--- src/rtl/jtdsp16_pkg.sv ---
// jtdsp16_pkg: shared encodings and do_data field positions for the DSP16 loop sequencer
package jtdsp16_pkg;
  typedef enum logic [1:0] {DO_IDLE, DO_LOAD, DO_REPLAY} do_state_t;
  localparam int DO_NI_MSB = 10;
  localparam int DO_NI_LSB = 7;
  localparam int DO_K_MSB = 6;
  localparam int DO_K_LSB = 0;
  localparam int DO_CACHE_DEPTH = 15;
endpackage

--- src/rtl/jtdsp16_do_cache.sv ---
// jtdsp16_do_cache: loop body register file, synchronous write gated by cen, asynchronous read
module jtdsp16_do_cache #(
  parameter int AW = 4
) (
  input  logic          clk,
  input  logic          cen,
  input  logic          we,
  input  logic [AW-1:0] waddr,
  input  logic [15:0]   din,
  input  logic [AW-1:0] raddr,
  output logic [15:0]   dout
);
  logic [15:0] mem [0:2**AW-1];
  always_ff @(posedge clk)
    if (cen && we) mem[waddr] <= din;
  assign dout = mem[raddr];
endmodule

--- src/rtl/jtdsp16_do_seq.sv ---
// jtdsp16_do_seq: do/redo sequencer, captures the loop body on the first pass and replays it with the PC held
module jtdsp16_do_seq
  import jtdsp16_pkg::*;
#(
  parameter int CACHE_AW = 4
) (
  input  logic        clk,
  input  logic        rst,
  input  logic        cen,
  input  logic        do_start,
  input  logic [10:0] do_data,
  input  logic        fetch_en,
  input  logic [15:0] instr_in,
  output logic [15:0] cache_dout,
  output logic        up_xcache,
  output logic        pc_hold,
  output logic        busy,
  output logic        fault
);
  do_state_t state, state_nx;
  logic [CACHE_AW-1:0] idx, idx_nx;
  logic [6:0] rem, rem_nx, k;
  logic [3:0] ni_len, ni_len_nx, ni;
  logic fault_nx, we, last;
  logic [15:0] rdata;
  assign ni = do_data[DO_NI_MSB:DO_NI_LSB];
  assign k = do_data[DO_K_MSB:DO_K_LSB];
  assign last = idx == CACHE_AW'(ni_len - 4'd1);
  jtdsp16_do_cache #(.AW(CACHE_AW)) u_cache (
    .clk(clk), .cen(cen), .we(we), .waddr(idx), .din(instr_in), .raddr(idx), .dout(rdata)
  );
  always_comb begin
    state_nx = state;
    idx_nx = idx;
    rem_nx = rem;
    ni_len_nx = ni_len;
    we = 1'b0;
    fault_nx = do_start && (state != DO_IDLE || k == 7'd0 || (ni == 4'd0 && ni_len == 4'd0));
    if (state == DO_IDLE && do_start && !fault_nx) begin
      state_nx = ni != 4'd0 ? DO_LOAD : DO_REPLAY;
      ni_len_nx = ni != 4'd0 ? ni : ni_len;
      idx_nx = '0;
      rem_nx = ni != 4'd0 ? k - 7'd1 : k;
    end else if (state == DO_LOAD && fetch_en) begin
      we = 1'b1;
      idx_nx = last ? '0 : idx + CACHE_AW'(1);
      state_nx = !last ? DO_LOAD : rem == 7'd0 ? DO_IDLE : DO_REPLAY;
    end else if (state == DO_REPLAY && fetch_en) begin
      idx_nx = last ? '0 : idx + CACHE_AW'(1);
      rem_nx = last ? rem - 7'd1 : rem;
      state_nx = last && rem == 7'd1 ? DO_IDLE : DO_REPLAY;
    end
  end
  always_ff @(posedge clk)
    if (rst) begin
      state <= DO_IDLE;
      idx <= '0;
      rem <= '0;
      ni_len <= '0;
      fault <= 1'b0;
    end else if (cen) begin
      state <= state_nx;
      idx <= idx_nx;
      rem <= rem_nx;
      ni_len <= ni_len_nx;
      fault <= fault_nx;
    end
  assign up_xcache = state == DO_REPLAY;
  assign pc_hold = up_xcache;
  assign busy = state != DO_IDLE;
  assign cache_dout = up_xcache ? rdata : 16'd0;
endmodule

--- config.mk ---
export PLATFORM = sky130hd
export DESIGN_NAME = jtdsp16_do_seq
export DESIGN_NICKNAME = d
export VERILOG_FILES = /design/src/rtl/jtdsp16_pkg.sv /design/src/rtl/jtdsp16_do_cache.sv /design/src/rtl/jtdsp16_do_seq.sv
export SDC_FILE = /design/constraint.sdc
export NUM_CORES = 1
export LEC_CHECK = 0
export CAP_MARGIN = 20
export CORE_UTILIZATION = 55
export CTS_BUF_LIST = sky130_fd_sc_hd__clkbuf_8
export CTS_CLUSTER_DIAMETER = 200
export CTS_CLUSTER_SIZE = 16
export DETAILED_ROUTE_END_ITERATION = 8
export PLACE_DENSITY = 0.74
export SYNTH_ARGS = -nofsm -noshare
export SYNTH_HDL_FRONTEND = slang
export SYNTH_SLANG_ARGS = --single-unit
--- constraint.sdc ---
create_clock -name clk -period 5.1 [get_ports clk]
set_input_delay 1.02 -clock clk [delete_from_list [all_inputs] [get_ports clk]]
set_output_delay 1.02 -clock clk [all_outputs]
set_load 0.02 [all_outputs]
==> impl_metrics.env, run 1 <==
export IMPL_post_cts_buffers=0
export IMPL_cap_violations=0
export IMPL_synth_nets=617
export IMPL_cts_clk_slew_worst_paths_ps=100
export IMPL_layoutNonFillerInstCount=929
export IMPL_crit_type="flip-flop to output pin"
export IMPL_grt_usage=0.224
export IMPL_finalCritPeriodShare=0.863
export IMPL_synthFlopType="edfxtp_1"
export IMPL_fin_ws_ps=697
export IMPL_io_pin_count=52
export IMPL_drv_slew=0
export IMPL_status="finished, violations left"
export IMPL_grt_pass1_vias=5948
export IMPL_end_kind="output pin"
export IMPL_dpl_cell_area_sq_um=12300
export IMPL_wirelength_um=23000
export IMPL_drt_iter0_drc=369
export IMPL_antenna_found_initial=0
export IMPL_synth_seq_cells=278
export IMPL_grt_start_max_net_pins=65
export IMPL_drive_gt1_frac=0.234
export IMPL_ant_nets=0
export IMPL_relSlewSlack=0.356
export IMPL_synth_area_sq_um=11300
export IMPL_r2r_start="idx[2]"
export IMPL_worstHoldEndpoint="fault"
export IMPL_die_height_um=145
export IMPL_rrSetupSlack_ps=2540
export IMPL_fin_area_sq_um=12600
export IMPL_synth_edf_count=256
export IMPL_finalClockSkew_ps=14.5
export IMPL_dp_hpwl_um=13700
export IMPL_gr_total_overflow=0
export IMPL_m1WireLength_um=9530
export IMPL_r2r_end="rem[2]"
export IMPL_ctsHoldBuffers=0
export IMPL_power_density_nw_per_um2=300
export IMPL_drc=1
export IMPL_max_freq_mhz=227
export IMPL_nets=693
export IMPL_place_ws_ps=1190
export IMPL_grt_pass1_wl_um=34900
export IMPL_vias_per_cell=6.21
export IMPL_rsz0062_at_grt="false"
export IMPL_hp_start="fault"
export IMPL_setup_tns_ps=0
export IMPL_start_kind="flip-flop"
export IMPL_fillCellCount=1403
export IMPL_num_antenna_cells=0
export IMPL_r2r_cells=5
export IMPL_syn2layout_area_growth_pct=11.9
export IMPL_cts_sinks=278
export IMPL_yosysWarnings=0
export IMPL_initial_core_util=0.560
export IMPL_portBuffers=51
export IMPL_async_reset_ff_frac=0
export IMPL_num_rows=52
export IMPL_tightest_slew_ps=964
export IMPL_hold_depth=2
export IMPL_setup_viol=0
export IMPL_place_inst=899
export IMPL_cts_buffer_depth=3
export IMPL_synth_cell_type_count=57
export IMPL_peakVddDrop_v=0.000221
export IMPL_h_tree_depth=1
export IMPL_crit_fanout=25
export IMPL_synth_seq_area_share=0.719
export IMPL_violations="design-rule violations"
export IMPL_wl_met3_um=1100
export IMPL_wl_met2_um=11800
export IMPL_die_area_sq_um=21100
export IMPL_wire_per_inst_um=24.7
export IMPL_hold_class="flip-flop to flip-flop"
export IMPL_gp_congestion=0.857
export IMPL_hold_viol=0
export IMPL_drtPass1Iterations=6
export IMPL_core_sq_um=20200
export IMPL_cts_buffers=21
export IMPL_clkLatencyLatePin_ps=540
export IMPL_critPathArrivalTime_ps=3380
export IMPL_critPathRequiredTime_ps=4080
export IMPL_via_count=5767
export IMPL_synth_cells=577
export IMPL_cts_resized=0
export IMPL_die_w_um=145
export IMPL_timing_hold_ws_ps=455
export IMPL_synth_avg_cell_area_sq_um=19.6
export IMPL_top_layer_used="met4"
export IMPL_leakage_nw=3.93
export IMPL_cts_root_buf="clkbuf_8"
export IMPL_cts_tree="built"
export IMPL_fin_crit_ps=4400
[Yosys cell counts (3+ instances only)]
cell       count  area share
buf_6          3      0.0030
nor2_1        30       0.010
nor3_1         9      0.0040
mux4_2        80        0.16
dfxtp_1       22       0.039
xor2_1         5      0.0039
a31oi_1        9      0.0050
nand2_1       17      0.0056
inv_1         15      0.0050
o2111ai_1      4      0.0031
nor2b_1       16      0.0089
nand3_1        9      0.0040
clkbuf_1      12      0.0040
edfxtp_1     256        0.68
nand4_1        3      0.0017
mux2i_1        6      0.0053
a21oi_1        7      0.0031
buf_2          9      0.0040
nand3b_1       3      0.0020
o21ai_0        4      0.0018
ha_1           8      0.0089
xnor2_1        5      0.0039
[layout make-up]
cell class / instances / area (sq um) / share of cell area
sequential: 278 / 8130 / 0.643
multi-input combinational: 256 / 3010 / 0.238
timing repair buffer: 81 / 781 / 0.0618
tap: 270 / 338 / 0.0267
clock buffer: 21 / 289 / 0.0229
inverter: 15 / 56.3 / 0.00445
clock inverter: 8 / 41.3 / 0.00327
[flip-flops by register name, indices dropped and copies added, names as in the netlist, named ones only]
| name | flops |
|---|---|
| ni_len | 4 |
| idx | 4 |
| state | 2 |
| rem | 7 |
| fault | 1 |
| u_cache.mem | 256 |
[metrics by stage]
stage	total power, mW	util
floorplan	2.69	-
global placement	2.77	0.609
detailed placement	2.78	0.609
CTS	3.82	0.625
global route	3.91	0.627
finish	3.79	0.627
[cells by family (layout without fill, tap and decap cells)]
group | count (synthesis) | after routing | synth area share
flops | 278 | 278 | 0.719
simple gates | 106 | 106 | 0.0491
mux | 86 | 86 | 0.165
compound gates | 45 | 45 | 0.0304
buf+inv | 43 | 125 | 0.0179
xor+xnor | 11 | 11 | 0.00985
fa+ha+maj | 8 | 8 | 0.00886
[worst max-delay path, cell delays in order, from the launching register on]
cell and delay [ps]:
dfxtp_4 710, buf_4 370, mux4_2 540, mux4_2 470, nor2b_1 150, clkdlybuf4s50_1 590
[routing by layer]
| layer | up-vias | GRT usage |
|---|---|---|
| met2 | 185 | 0.380 |
| met5 | - | 0 |
| li1 | 2503 | - |
| met3 | 43 | 0.0339 |
| met4 | 0 | 0.0758 |
| met1 | 3036 | 0.301 |
[cell usage in the layout, fill, tap and decap left out, types with 2 or more instances in the layout]
master,count
a41o_1,2
nor2_2,6
edfxtp_1,256
nor3_2,6
o2111a_1,2
buf_4,27
xor2_1,5
xnor2_1,5
nand2b_1,2
nor2_1,25
o2111ai_1,4
o21ai_0,4
nor3_1,5
a21oi_1,7
a211oi_1,2
clkbuf_8,21
ha_1,8
buf_12,2
o311ai_0,2
inv_1,21
a31oi_1,9
nor2b_1,16
nand4_1,3
clkdlybuf4s50_1,51
or4_1,2
nand3b_1,3
nand3_1,9
mux2i_1,6
or3b_2,2
mux4_2,80
nand2_1,17
nor4_1,2
dfxtp_1,20
[how the worst max path moves through the flow]
stage / slack, ps / from / endpoint
2_1_floorplan: 2020 / cen / u_cache.mem[3][0]
3_3_place_gp: 1220 / flip-flop / cache_dout[14]
3_5_place_dp: 1190 / flip-flop / cache_dout[13]
4_1_cts: 590 / flip-flop / cache_dout[13]
5_1_grt: 500 / flip-flop / cache_dout[14]
6_report: 700 / flip-flop / cache_dout[13]
[power breakdown]
| part | switching, mW | internal (mW) |
|---|---|---|
| Clock | 0.671 | 0.385 |
| Sequential | 0.0153 | 2.49 |
| Combinational | 0.119 | 0.104 |
| Total | 0.804 | 2.98 |
No activity file was read; power rests on OpenSTA's default activity.
==> run 2, diff against run 1 <==
--- a/config.mk
+++ b/config.mk
@@ -8,7 +8,6 @@
 export CAP_MARGIN = 20
 export CORE_UTILIZATION = 55
 export CTS_BUF_LIST = sky130_fd_sc_hd__clkbuf_8
-export CTS_CLUSTER_DIAMETER = 200
 export CTS_CLUSTER_SIZE = 16
 export DETAILED_ROUTE_END_ITERATION = 8
 export PLACE_DENSITY = 0.74
==> run 2 against run 1 <==
Net effect: the run still ends with design-rule violations left; sequential power is essentially flat; highest routed layer unchanged; cell area grew 3.6%; combinational power is essentially flat; sequential share of layout area shrank 2.2 points; non-clock buffer count is the same.
==> impl_metrics.env, run 2 (same netlist as run 1, synthesis figures left out) <==
export IMPL_wire_per_inst_um=23.9
export IMPL_max_freq_mhz=227
export IMPL_pwr_share_clk=0.382
export IMPL_rrSetupSlack_ps=2560
export IMPL_num_antenna_cells=0
export IMPL_clkLatencyLatePin_ps=560
export IMPL_r2r_end="rem[3]"
export IMPL_syn2layout_area_growth_pct=15.9
export IMPL_post_cts_buffers=0
export IMPL_setup_viol=0
export IMPL_grtUsageMet3=0.0367
export IMPL_hold_viol=0
export IMPL_drtPass1Iterations=7
export IMPL_pwr_share_comb=0.050
export IMPL_ant_nets=0
export IMPL_r2r_cells=5
export IMPL_die_height_um=145
export IMPL_critPathArrivalTime_ps=3390
export IMPL_critPathRequiredTime_ps=4080
export IMPL_initial_core_util=0.560
export IMPL_cts_clk_slew_worst_paths_ps=60
export IMPL_cp_top_family="multiplexers"
export IMPL_grt_usage=0.231
export IMPL_final_cell_mix="edfxtp_1 (256), mux4_2 (80), clkdlybuf4s50_1 (51), clkbuf_8 (45), inv_1 (33)"
export IMPL_grt_start_max_net_pins=65
export IMPL_hold_class="flip-flop to flip-flop"
export IMPL_final_common_cell="edfxtp_1"
export IMPL_p_int_mw=3.47
export IMPL_relSlewSlack=0.338
export IMPL_drc=1
export IMPL_wirelength_um=23300
export IMPL_slowest_delay_ps=690
export IMPL_seqPwrFrac=0.568
export IMPL_peakVddDrop_v=0.000167
export IMPL_antenna_found_initial=0
export IMPL_ctsHoldBuffers=0
export IMPL_rsz0062_at_grt="false"
export IMPL_grt_busiest_layer="met2"
export IMPL_drt_iter0_drc=417
export IMPL_violations="design-rule violations"
export IMPL_setup_tns_ps=0
export IMPL_slowest_stage="dfxtp_4"
export IMPL_end_kind="output pin"
export IMPL_top_register="u_cache.mem"
export IMPL_h_tree_depth=2
export IMPL_portBuffers=51
export IMPL_finalCritPeriodShare=0.864
export IMPL_die_w_um=145
export IMPL_nets=716
export IMPL_io_pin_count=52
export IMPL_use_met2=0.388
export IMPL_finalClockSkew_ps=23.8
export IMPL_cts_resized=0
export IMPL_num_rows=52
export IMPL_totalPowerFinal_mw=4.43
export IMPL_via_count=5941
export IMPL_core_sq_um=20200
export IMPL_hold_depth=2
export IMPL_cts_root_buf="clkbuf_8"
export IMPL_start_kind="flip-flop"
export IMPL_drv_slew=0
export IMPL_gr_total_overflow=0
export IMPL_grt_pass1_vias=6153
export IMPL_gp_congestion=0.857
export IMPL_status="finished, violations left"
export IMPL_switchingPower_mw=0.952
export IMPL_power_density_nw_per_um2=338
export IMPL_r2r_start="idx[2]"
export IMPL_hp_start="fault"
export IMPL_tightest_slew_ps=990
export IMPL_worstHoldEndpoint="fault"
export IMPL_top_regs="u_cache.mem x256, rem x7"
export IMPL_cap_violations=0
export IMPL_leakage_nw=4.20
export IMPL_cts_buffers=44
export IMPL_cts_buffer_depth=3
export IMPL_p_sw_frac=0.215
export IMPL_cts_tree="built"
export IMPL_crit_type="flip-flop to output pin"
export IMPL_path_cells="buf_4, mux4_2, mux4_2, nor2b_1, clkdlybuf4s50_1"
export IMPL_grt_use_met1=0.303
export IMPL_grt_pass1_wl_um=35800
export IMPL_cts_sinks=278
export IMPL_drive_gt1_frac=0.255
export IMPL_crit_fanout=25
export IMPL_die_area_sq_um=21100
export IMPL_fin_crit_ps=4410
export IMPL_worstPathBufferInverterCount=2
export IMPL_vias_per_cell=6.08
export IMPL_dp_hpwl_um=13700
export IMPL_path_common_cell="mux4_2"
export IMPL_largest_register_ff_count=256
==> run 2: changes by cell type in the layout (fill, tap and decap cells not counted) <==
cell / previous run / this run
bufinv_16: 0 / 1
inv_1: 21 / 33
clkbuf_8: 21 / 45
inv_6: 0 / 1
clkinv_1: 0 / 10
==> run 2: final cells by class <==
type	instances	area [sq um]
Sequential cell	278	8130
Inverter	15	56.3
Multi-Input combinational cell	256	3010
Timing Repair Buffer	81	781
Fill cell	1383	7070
Tap cell	270	338
Clock inverter	32	163
Clock buffer	45	619
==> run 2: how the worst max path moves through the flow <==
| stage | from | to | slack [ps] | depth (start not counted) |
|---|---|---|---|---|
| 2_1_floorplan | cen | u_cache.mem[3][0] | 2020 | 5 |
| 6_report | flip-flop | cache_dout[14] | 690 | 5 |
| 4_1_cts | flip-flop | cache_dout[13] | 610 | 5 |
| 3_3_place_gp | flip-flop | cache_dout[14] | 1220 | 5 |
| 3_5_place_dp | flip-flop | cache_dout[13] | 1190 | 5 |
| 5_1_grt | flip-flop | cache_dout[14] | 520 | 5 |
==> run 2: power groups by stage <==
stage                     Combinational [mW]  Clock [mW]  Sequential, mW
after floorplan                        0.136           0            2.55
after global placement                 0.212           0            2.56
after detailed placement               0.222           0            2.56
after CTS                              0.222        1.72            2.51
after global routing                   0.241        1.82            2.52
final                                  0.222        1.69            2.51
==> run 2: layer usage <==
metal  share of wire  up-vias
met5               0        -
met4           0.031        0
met3           0.049       56
met2            0.51      201
met1            0.41     3097
li1                -     2587
==> run 2: stage by stage <==
stage / setup WS (ps) / area, sq um / util / instances / hold WS (ps)
2_1_floorplan: 2020 / 11300 / - / 577 / 474
3_3_place_gp: 1220 / 12300 / 0.609 / 899 / 442
3_5_place_dp: 1190 / 12300 / 0.609 / 899 / 444
4_1_cts: 609 / 13100 / 0.648 / 976 / 450
5_1_grt: 522 / 13100 / 0.649 / 977 / 476
6_report: 691 / 13100 / 0.649 / 977 / 449
==> run 2: worst min-delay path, cell delays in order (launching register included) <==
cell and delay, ps:
dfxtp_1 300, nand2_1 50, a21oi_1 50
==> run 3, diff against run 2 <==
--- a/config.mk
+++ b/config.mk
@@ -11,6 +11,7 @@
 export CTS_CLUSTER_SIZE = 16
 export DETAILED_ROUTE_END_ITERATION = 8
 export PLACE_DENSITY = 0.74
+export RECOVER_POWER = 25
 export SYNTH_ARGS = -nofsm -noshare
 export SYNTH_HDL_FRONTEND = slang
 export SYNTH_SLANG_ARGS = --single-unit
==> constraint.sdc (replaced) <==
create_clock -name clk -period 5.49 [get_ports clk]
set_input_delay 1.098 -clock clk [delete_from_list [all_inputs] [get_ports clk]]
set_output_delay 1.098 -clock clk [all_outputs]
set_load 0.02 [all_outputs]
==> run 3 against run 2 <==
Net effect: the run now ends clean; hold slack better by 2.2 ps; register-to-register slack improved by 350 ps; clock-buffer cell count shrank 1; combinational power fell by 7%; clock skew fell by 11 ps; worst setup slack gained 210 ps; sequential cell count unchanged; cell area down 0.77%; critical path depth unchanged; routed wire length up 0.17%; cell count shrank 0.72%; largest cell class unchanged; largest power group unchanged.
==> impl_metrics.env, run 3 (same netlist as run 1, synthesis figures left out) <==
export IMPL_nets=706
export IMPL_portBuffers=51
export IMPL_crit_type="flip-flop to output pin"
export IMPL_gp_congestion=0.864
export IMPL_cts_root_buf="clkbuf_8"
export IMPL_drv_slew=0
export IMPL_io_pin_count=52
export IMPL_setup_tns_ps=0
export IMPL_top_regs="u_cache.mem x256, rem x7"
export IMPL_fillCellCount=1372
export IMPL_die_w_um=145
export IMPL_die_height_um=145
export IMPL_grt_pass1_wl_um=35700
export IMPL_drc=0
export IMPL_max_freq_mhz=218
export IMPL_leakage_nw=4.13
export IMPL_drive_gt1_frac=0.246
export IMPL_post_cts_buffers=0
export IMPL_slowest_delay_ps=970
export IMPL_grt_usage=0.231
export IMPL_tightest_slew_ps=1080
export IMPL_cts_tree="built"
export IMPL_cts_buffers=43
export IMPL_hold_class="flip-flop to flip-flop"
export IMPL_cts_buffer_depth=3
export IMPL_final_common_cell="edfxtp_1"
export IMPL_rsz0062_at_grt="false"
export IMPL_crit_fanout=34
export IMPL_critPathRequiredTime_ps=4390
export IMPL_ctsHoldBuffers=0
export IMPL_slowest_stage="dfxtp_2"
export IMPL_initial_core_util=0.560
export IMPL_relSlewSlack=0.280
export IMPL_final_cell_mix="edfxtp_1 (256), mux4_2 (80), clkbuf_8 (44), clkdlybuf4s50_1 (40), inv_1 (31)"
export IMPL_num_rows=52
export IMPL_num_antenna_cells=0
export IMPL_power_density_nw_per_um2=315
export IMPL_cts_clk_slew_worst_paths_ps=60
export IMPL_antenna_found_initial=0
export IMPL_core_sq_um=20200
export IMPL_die_area_sq_um=21100
export IMPL_grt_start_max_net_pins=43
export IMPL_drtPass1Iterations=5
export IMPL_clkLatencyLatePin_ps=550
export IMPL_setup_viol=0
export IMPL_wirelength_um=23400
export IMPL_syn2layout_area_growth_pct=15.0
export IMPL_cts_sinks=278
export IMPL_gr_total_overflow=0
export IMPL_cp_top_family="buffers and inverters"
export IMPL_timing_hold_ws_ps=451
export IMPL_dp_hpwl_um=13500
export IMPL_cts_resized=0
export IMPL_fin_crit_ps=4590
export IMPL_end_kind="output pin"
export IMPL_h_tree_depth=2
export IMPL_path_cells="buf_4, mux4_2, mux4_2, nor2b_1, clkdlybuf4s50_1"
export IMPL_path_common_cell="mux4_2"
export IMPL_peakVddDrop_v=0.000185
export IMPL_regArea_sq_um=8130
export IMPL_vias_per_cell=6.11
export IMPL_ant_nets=0
export IMPL_grt_pass1_vias=6065
export IMPL_worstPathBufferInverterCount=2
export IMPL_cap_violations=0
export IMPL_largest_register_ff_count=256
export IMPL_drt_iter0_drc=444
export IMPL_wire_per_inst_um=24.1
export IMPL_start_kind="flip-flop"
export IMPL_critPathArrivalTime_ps=3490
export IMPL_status="complete, no violations"
export IMPL_finalClockSkew_ps=13.1
export IMPL_top_register="u_cache.mem"
export IMPL_multiInputGateArea_sq_um=3010
export IMPL_hold_viol=0
export IMPL_via_count=5925
export IMPL_finalCritPeriodShare=0.837
-- run 3: where the power goes --
group / internal (mW) / leakage [nW] / switching (mW)
Sequential: 2.32 / 2.48 / 0.0141
Combinational: 0.0944 / 1.20 / 0.111
Clock: 0.795 / 0.443 / 0.759
-- run 3: layout make-up --
type                            instances  area share
Sequential cell                       278       0.626
Timing Repair Buffer                   72      0.0524
Tap cell                              270      0.0260
Clock inverter                         35      0.0134
Clock buffer                           44      0.0466
Multi-Input combinational cell        256       0.231
Inverter                               15     0.00433
-- run 3: metrics by stage --
| step | worst slack, ps | power [mW] | instances | area [sq um] | utilization |
|---|---|---|---|---|---|
| final | 898 | 4.10 | 970 | 13000 | 0.644 |
| after global routing | 769 | 4.23 | 970 | 13000 | 0.644 |
| after floorplan | 2330 | 2.50 | 577 | 11300 | - |
| after CTS | 835 | 4.13 | 970 | 13000 | 0.644 |
| after detailed placement | 1430 | 2.59 | 891 | 12200 | 0.606 |
| after global placement | 1490 | 2.58 | 891 | 12200 | 0.606 |
-- run 3: worst paths after layout --
path             start                 end  slack (ps)  cells after the start
max reg2reg   state[1]  u_cache.mem[1][11]        2910                      5
min reg2reg      fault               fault         450                      2
min              fault               fault         450                      2
max          flip-flop       cache_dout[8]         900                      5
-- run 3: worst min-delay path, delay by kind of cell, from the launching register on --
| kind | cells | cell delay, ps |
|---|---|---|
| flops | 1 | 300 |
| simple gates | 1 | 50 |
| compound gates | 1 | 50 |
-- run 3: layer usage --
metal | wire length [um] | global-route usage
met1 | 9750 | 0.319
met2 | 11700 | 0.379
met3 | 1390 | 0.0436
met4 | 486 | 0.0732
met5 | 0 | 0
==> RTL change 1, RTL diff (config.mk and constraints of run 3) <==
The parameter `CACHE_AW` goes from 4 to 2.
--- a/src/rtl/jtdsp16_do_seq.sv
+++ b/src/rtl/jtdsp16_do_seq.sv
@@ -3,5 +3,5 @@
   import jtdsp16_pkg::*;
 #(
-  parameter int CACHE_AW = 4
+  parameter int CACHE_AW = 2
 ) (
   input  logic        clk,
Check against the original RTL: not equivalent (Yosys sat finds a counterexample within 4 cycles, from zero or initial values and one cycle with rst high).
==> RTL change 1 against run 3 <==
The flow now finishes with violations (design-rule violations). Register-to-register slack gained 560 ps. Design area down 66%. Non-clock buffer count shrank 19. Setup slack improved by 1200 ps. Total power decreased by 67%. Wire length is 72% lower. Sequential cell count fell by 196. Sequential power decreased by 71%. Synthesized area decreased by 67%.
==> RTL change 1: results (changes against run 3) <==
static power due to leakage = 1.48 nW (-64%)
slowest stage cell on the critical path = sky130_fd_sc_hd__dfxtp_1
Mapped Nets = 298 (-52%)
Cells after Synth = 258 (-55%)
final routed DRC violation total = 7 (+7)
top fanout value on the critical path = 16 (-53%)
count of buffers from port buffering = 51 (unchanged)
top cell family by delay on the critical path = flip-flops
post-route clock skew = 9.47 ps (-3.64 ps)
clock transition at the registers of the reported paths = 80 ps (+20 ps)
run status = finished, violations left
share of final-layout standard cells stronger than drive strength 1 = 14.2% (-10 points)
total clock buffers created by CTS = 9 (-79%)
highest ir drop seen on vdd = 0.207 mV (+12%)
kind of path behind the tightest hold check = register to register
wire length of the first global-routing pass = 11.0 mm (-69%)
maximum number of pins on one net before global-route repair = 21 (-51%)
multiplexer share of the synthesized area = 10.3% (-6.2 points)
routed vias = 2,253 (-62%)
RePlAce Congestion = 0.835 (-3.3%)
largest registers = u_cache.mem (64), rem (7), ni_len (4)
largest incremental delay on the critical path = 820 ps (-150 ps)
number of non-filler instances in the completed layout = 393 (-59%)
overall track demand over capacity in global routing = 21.0% (-2.1 points)
number of DRC violations after detailed-routing iteration 0 = 83 (-81%)
drt total wl = 6.63 mm (-72%)
clock buffer depth = 2 (-1)
buffer count from post-CTS setup fixing = 0 (unchanged)
actual slew at the worst max-slew pin = 849 ps (-229 ps)
Detailed Place HPWL = 4.49 mm (-67%)
violated checks = design-rule violations
Main synth FF type = sky130_fd_sc_hd__edfxtp_1
clock latency reported for the late side of the worst-skew pair = 340 ps (-210 ps)
number of placed instances with taps included = 377 (-58%)
filler instances = 462 (-66%)
number of synthesized flops with an enable pin = 64 (-75%)
crit path DAT = 2300 ps (-1190 ps)
XOR/XNOR share of the synthesized area = 2.13% (+1.1 points)
most frequent cells after synthesis = sky130_fd_sc_hd__edfxtp_1 (64), sky130_fd_sc_hd__and2_1 (21), sky130_fd_sc_hd__nand2_1 (20)
Final #Nets = 351 (-50%)
H-tree levels = 3 (+1)
-- RTL change 1: changes by cell type in the layout (fill, tap and decap cells not counted), moves of 12 or more --
| cell | change |
|---|---|
| sky130_fd_sc_hd__and2_1 | +20 |
| sky130_fd_sc_hd__buf_4 | -18 |
| sky130_fd_sc_hd__clkbuf_8 | -35 |
| sky130_fd_sc_hd__clkinv_1 | -13 |
| sky130_fd_sc_hd__edfxtp_1 | -192 |
| sky130_fd_sc_hd__inv_1 | -19 |
| sky130_fd_sc_hd__mux4_2 | -64 |
| sky130_fd_sc_hd__nor2_1 | -12 |
| sky130_fd_sc_hd__nor2b_1 | -15 |
-- RTL change 1: worst reg2reg max path: stages (launching register included) --
cell and delay (ps):
sky130_fd_sc_hd__dfxtp_1 370, sky130_fd_sc_hd__inv_1 50, sky130_fd_sc_hd__ha_1 300, sky130_fd_sc_hd__xnor2_1 140, sky130_fd_sc_hd__and4bb_2 450, sky130_fd_sc_hd__nand2_1 110
sky130_fd_sc_hd__o311ai_0 340, sky130_fd_sc_hd__o211ai_1 120
-- RTL change 1: report_power, final --
| part | total, mW | switching (mW) | internal, mW | leakage [nW] |
|---|---|---|---|---|
| clock network | 0.465 | 0.209 | 0.255 | 0.111 |
| logic | 0.178 | 0.0874 | 0.0903 | 0.647 |
| registers | 0.689 | 0.0105 | 0.679 | 0.722 |
| total | 1.33 | 0.307 | 1.02 | 1.48 |
-- RTL change 1: cell type report --
cell class                      count  area (um^2)  share of cell area [%]
Tap cell                           77         96.3                    2.15
Multi-Input combinational cell    153         1320                    29.4
Sequential cell                    82         2280                    50.9
Timing Repair Buffer               53          526                    11.7
Clock buffer                        9          124                    2.76
Inverter                           12         45.0                    1.01
Clock inverter                      7         91.3                    2.04
-- RTL change 1: stage by stage --
step / area [um^2] / setup slack, ps / utilization (%) / hold WS, ps
after floorplan: 3700 / 2840 / - / 436
after global placement: 4270 / 2240 / 66.4 / 447
after detailed placement: 4270 / 2180 / 66.4 / 455
after CTS: 4480 / 2030 / 69.8 / 466
after global routing: 4480 / 2000 / 69.8 / 494
final: 4480 / 2090 / 69.8 / 461
-- RTL change 1: layer usage --
layer / GRT usage, % / vias up / wire length (um)
met5: 0 / - / 0
met4: 8.46 / 0 / 104
met3: 5.54 / 9 / 266
met2: 35.3 / 64 / 3400
met1: 25.9 / 1092 / 2860
li1: - / 1088 / -
-- RTL change 1: worst paths after layout --
path	from	to	slack, ps	cells after the start
hold reg to reg	ni_len[1]$_SDFFE_PP0P_	ni_len[1]$_SDFFE_PP0P_	460	2
setup / recovery	register	cache_dout[7]	2090	3
hold / removal	ni_len[1]$_SDFFE_PP0P_	ni_len[1]$_SDFFE_PP0P_	460	2
setup reg to reg	ni_len[0]$_SDFFE_PP0P_	rem[6]$_SDFFE_PP0P_	3470	7
==> RTL change 2, RTL diff (flow settings as in run 3) <==
Without the edit above. Make the reset (`rst`) asynchronous in one clocked block.
--- a/src/rtl/jtdsp16_do_seq.sv
+++ b/src/rtl/jtdsp16_do_seq.sv
@@ -52,5 +52,5 @@
     end
   end
-  always_ff @(posedge clk)
+  always_ff @(posedge clk or posedge rst)
     if (rst) begin
       state <= DO_IDLE;
Behaviour: differs if rst is asserted again (counterexample within 4 cycles, from zero or initial values and one cycle with rst high); with rst held inactive, the same outputs for 4 cycles.
==> RTL change 2 against run 3 <==
Count of clock-buffer cells in the layout shrank 1. Clock skew grew 5.9 ps. Setup slack lost 70 ps. Design area grew 0.40%. First-iteration DRC count grew 13%. Wire length shrank 0.73%. Utilization grew 0.052 points. Non-clock buffer count grew 2. Sequential cell count shrank 4. Final cell count shrank 2.4%. Synthesized area grew 0.48%. Highest routed layer unchanged.
Power is not compared: it rests on default switching activity, and its combinational part moved more than twofold at a synthesized area within 25%.
==> RTL change 2: results (changes against run 3) <==
RePlAce Congestion = 0.773 (-10%)
number of gates resized after cts = 0 (unchanged)
wire length of the first global-routing pass = 36.1 mm (+0.95%)
clock latency reported for the late side of the worst-skew pair = 540 ps
Mapped Nets = 599 (-2.9%)
H-tree levels = 2 (unchanged)
cell internal pwr = 4.14 mW
count of buffers from port buffering = 51 (unchanged)
utilization after layout = 64.5% (about the same)
clock buffer depth = 3 (unchanged)
kind of path behind the tightest hold check = register to register
Ys Warns = 0 (unchanged)
total clock buffers created by CTS = 43 (unchanged)
Final #Nets = 686 (-2.8%)
largest registers = u_cache.mem (256), rem (7)
average size of a mapped cell = 20.4 um^2 (+4.1%)
static power due to leakage = 4.29 nW
number of non-filler instances in the completed layout = 947 (-2.4%)
number of antenna violations at the first check in global routing = 0 (unchanged)
first-pass detailed-route iteration total = 5 (unchanged)
pre-CTS WS = 1110 ps (-321 ps)
maximum number of pins on one net before global-route repair = 57 (+33%)
actual slew at the worst max-slew pin = 1060 ps (-17.7 ps)
proportion of synthesized chip area in sequential cells = 71.7% (-0.25 points)
buffer count from post-CTS setup fixing = 0 (unchanged)
highest ir drop seen on vdd = 0.382 mV
number of placed instances with taps included = 868 (-2.6%)
most frequent cells after synthesis = sky130_fd_sc_hd__edfxtp_1 (256), sky130_fd_sc_hd__mux4_2 (74), sky130_fd_sc_hd__nor2_1 (19)
overall track demand over capacity in global routing = 23.0% (-0.12 points)
post-route clock skew = 19.0 ps (+5.86 ps)
DRT antenna net count = 0 (unchanged)
number of DRC violations after detailed-routing iteration 0 = 501 (+13%)
crit path DAT = 3560 ps (+70 ps)
filler instances = 1,370 (-0.15%)
number of global-route vias before repair = 6,112 (+0.77%)
share of final-layout standard cells stronger than drive strength 1 = 27.0% (+2.5 points)
average vias per placed instance = 6.07 (-0.60%)
Detailed Place HPWL = 13.8 mm (+2.0%)
number of synthesized flops with an enable pin = 256 (unchanged)
antenna diode count = 0 (unchanged)
clock transition at the registers of the reported paths = 60 ps (about the same)
synth unique cells = 58 (+1.8%)
drt total wl = 23.2 mm (-0.73%)
placed cell areas = 12,200 um^2 (about the same)
top cells by area, synth = sky130_fd_sc_hd__edfxtp_1 (68%), sky130_fd_sc_hd__mux4_2 (15%), sky130_fd_sc_hd__dfrtp_1 (4.0%), sky130_fd_sc_hd__mux4_1 (1.4%), sky130_fd_sc_hd__ha_1 (1.1%)
fraction of synthesis flops using an asynchronous set or reset pin = 6.57% (+6.6 points)
run status = completed
top fanout value on the critical path = 33 (-2.9%)
Main synth FF type = sky130_fd_sc_hd__edfxtp_1
CTS Root Buffer Type = sky130_fd_sc_hd__clkbuf_8
## RTL change 2: changes by cell type after synthesis, moves of 7 or more
| cell | change |
|---|---|
| sky130_fd_sc_hd__dfxtp_1 | -22 |
| sky130_fd_sc_hd__o2bb2ai_1 | +7 |
| sky130_fd_sc_hd__and2_1 | +16 |
| sky130_fd_sc_hd__nor2b_1 | -13 |
| sky130_fd_sc_hd__dfrtp_1 | +18 |
| sky130_fd_sc_hd__nand2_1 | -7 |
| sky130_fd_sc_hd__nor2_1 | -11 |
## RTL change 2: cells by family (layout without fill, tap and decap cells)
family | after synthesis | in the layout | share of synthesized area [%]
AOI/OAI and AO/OA | 41 | 41 | 2.81
buffers and inverters | 45 | 165 | 2.21
DFF | 274 | 274 | 71.7
xor gates and xnor gates | 11 | 11 | 0.969
adders and majority gates | 10 | 10 | 1.10
muxes | 90 | 90 | 17.0
and+or+nand+nor | 86 | 86 | 4.24
## RTL change 2: worst max-delay path, cell delays in order, from the launching register on
cell	delay [ps]
sky130_fd_sc_hd__dfrtp_4	720
sky130_fd_sc_hd__buf_16	310
sky130_fd_sc_hd__buf_4	250
sky130_fd_sc_hd__mux4_2	520
sky130_fd_sc_hd__mux4_2	480
sky130_fd_sc_hd__and2_1	180
sky130_fd_sc_hd__clkdlybuf4s50_1	540
## RTL change 2: routing by layer
| layer | part of all wire, % | vias to the layer above | routed length [um] | global-route usage (%) |
|---|---|---|---|---|
| li1 | - | 2485 | - | - |
| met1 | 42 | 3012 | 9850 | 32.0 |
| met2 | 50 | 218 | 11500 | 37.2 |
| met3 | 6.2 | 35 | 1430 | 4.48 |
| met4 | 1.7 | 0 | 396 | 7.42 |
| met5 | 0 | - | 0 | 0 |
## RTL change 2: power groups by stage
stage | sequential, mW | clock [mW] | combinational (mW)
after global routing | 2.54 | 1.73 | 1.89
after CTS | 2.59 | 1.64 | 1.69
final | 2.52 | 1.61 | 1.76
after floorplan | 2.43 | 0 | 1.41
after global placement | 2.63 | 0 | 1.64
after detailed placement | 2.63 | 0 | 1.68
## RTL change 2: final timing paths
kind	slack [ps]	to	cells after the start	from
min in group asynchronous	1110	rem[2]$_DFFE_PP0P_	2	rst
worst max register to register	2290	u_cache.mem[3][6]$_DFFE_PP_	5	idx[1]$_DFFE_PP0P_
worst min register to register	500	fault$_DFFE_PP0P_	1	fault$_DFFE_PP0P_
max in group asynchronous	3870	idx[0]$_DFFE_PP0P_	2	rst
worst max-delay path	830	cache_dout[3]	6	idx[0]$_DFFE_PP0P_
worst min-delay path	500	fault$_DFFE_PP0P_	1	fault$_DFFE_PP0P_
## RTL change 2: cell type report
cell class              instances  share of cell area, %
clock buffers                  43                   4.54
clock inverters                35                   1.58
inverters                      13                  0.374
multi-input cells             238                   23.1
flip-flops and latches        274                   62.4
well taps                     270                   2.59
repair buffers                 74                   5.39
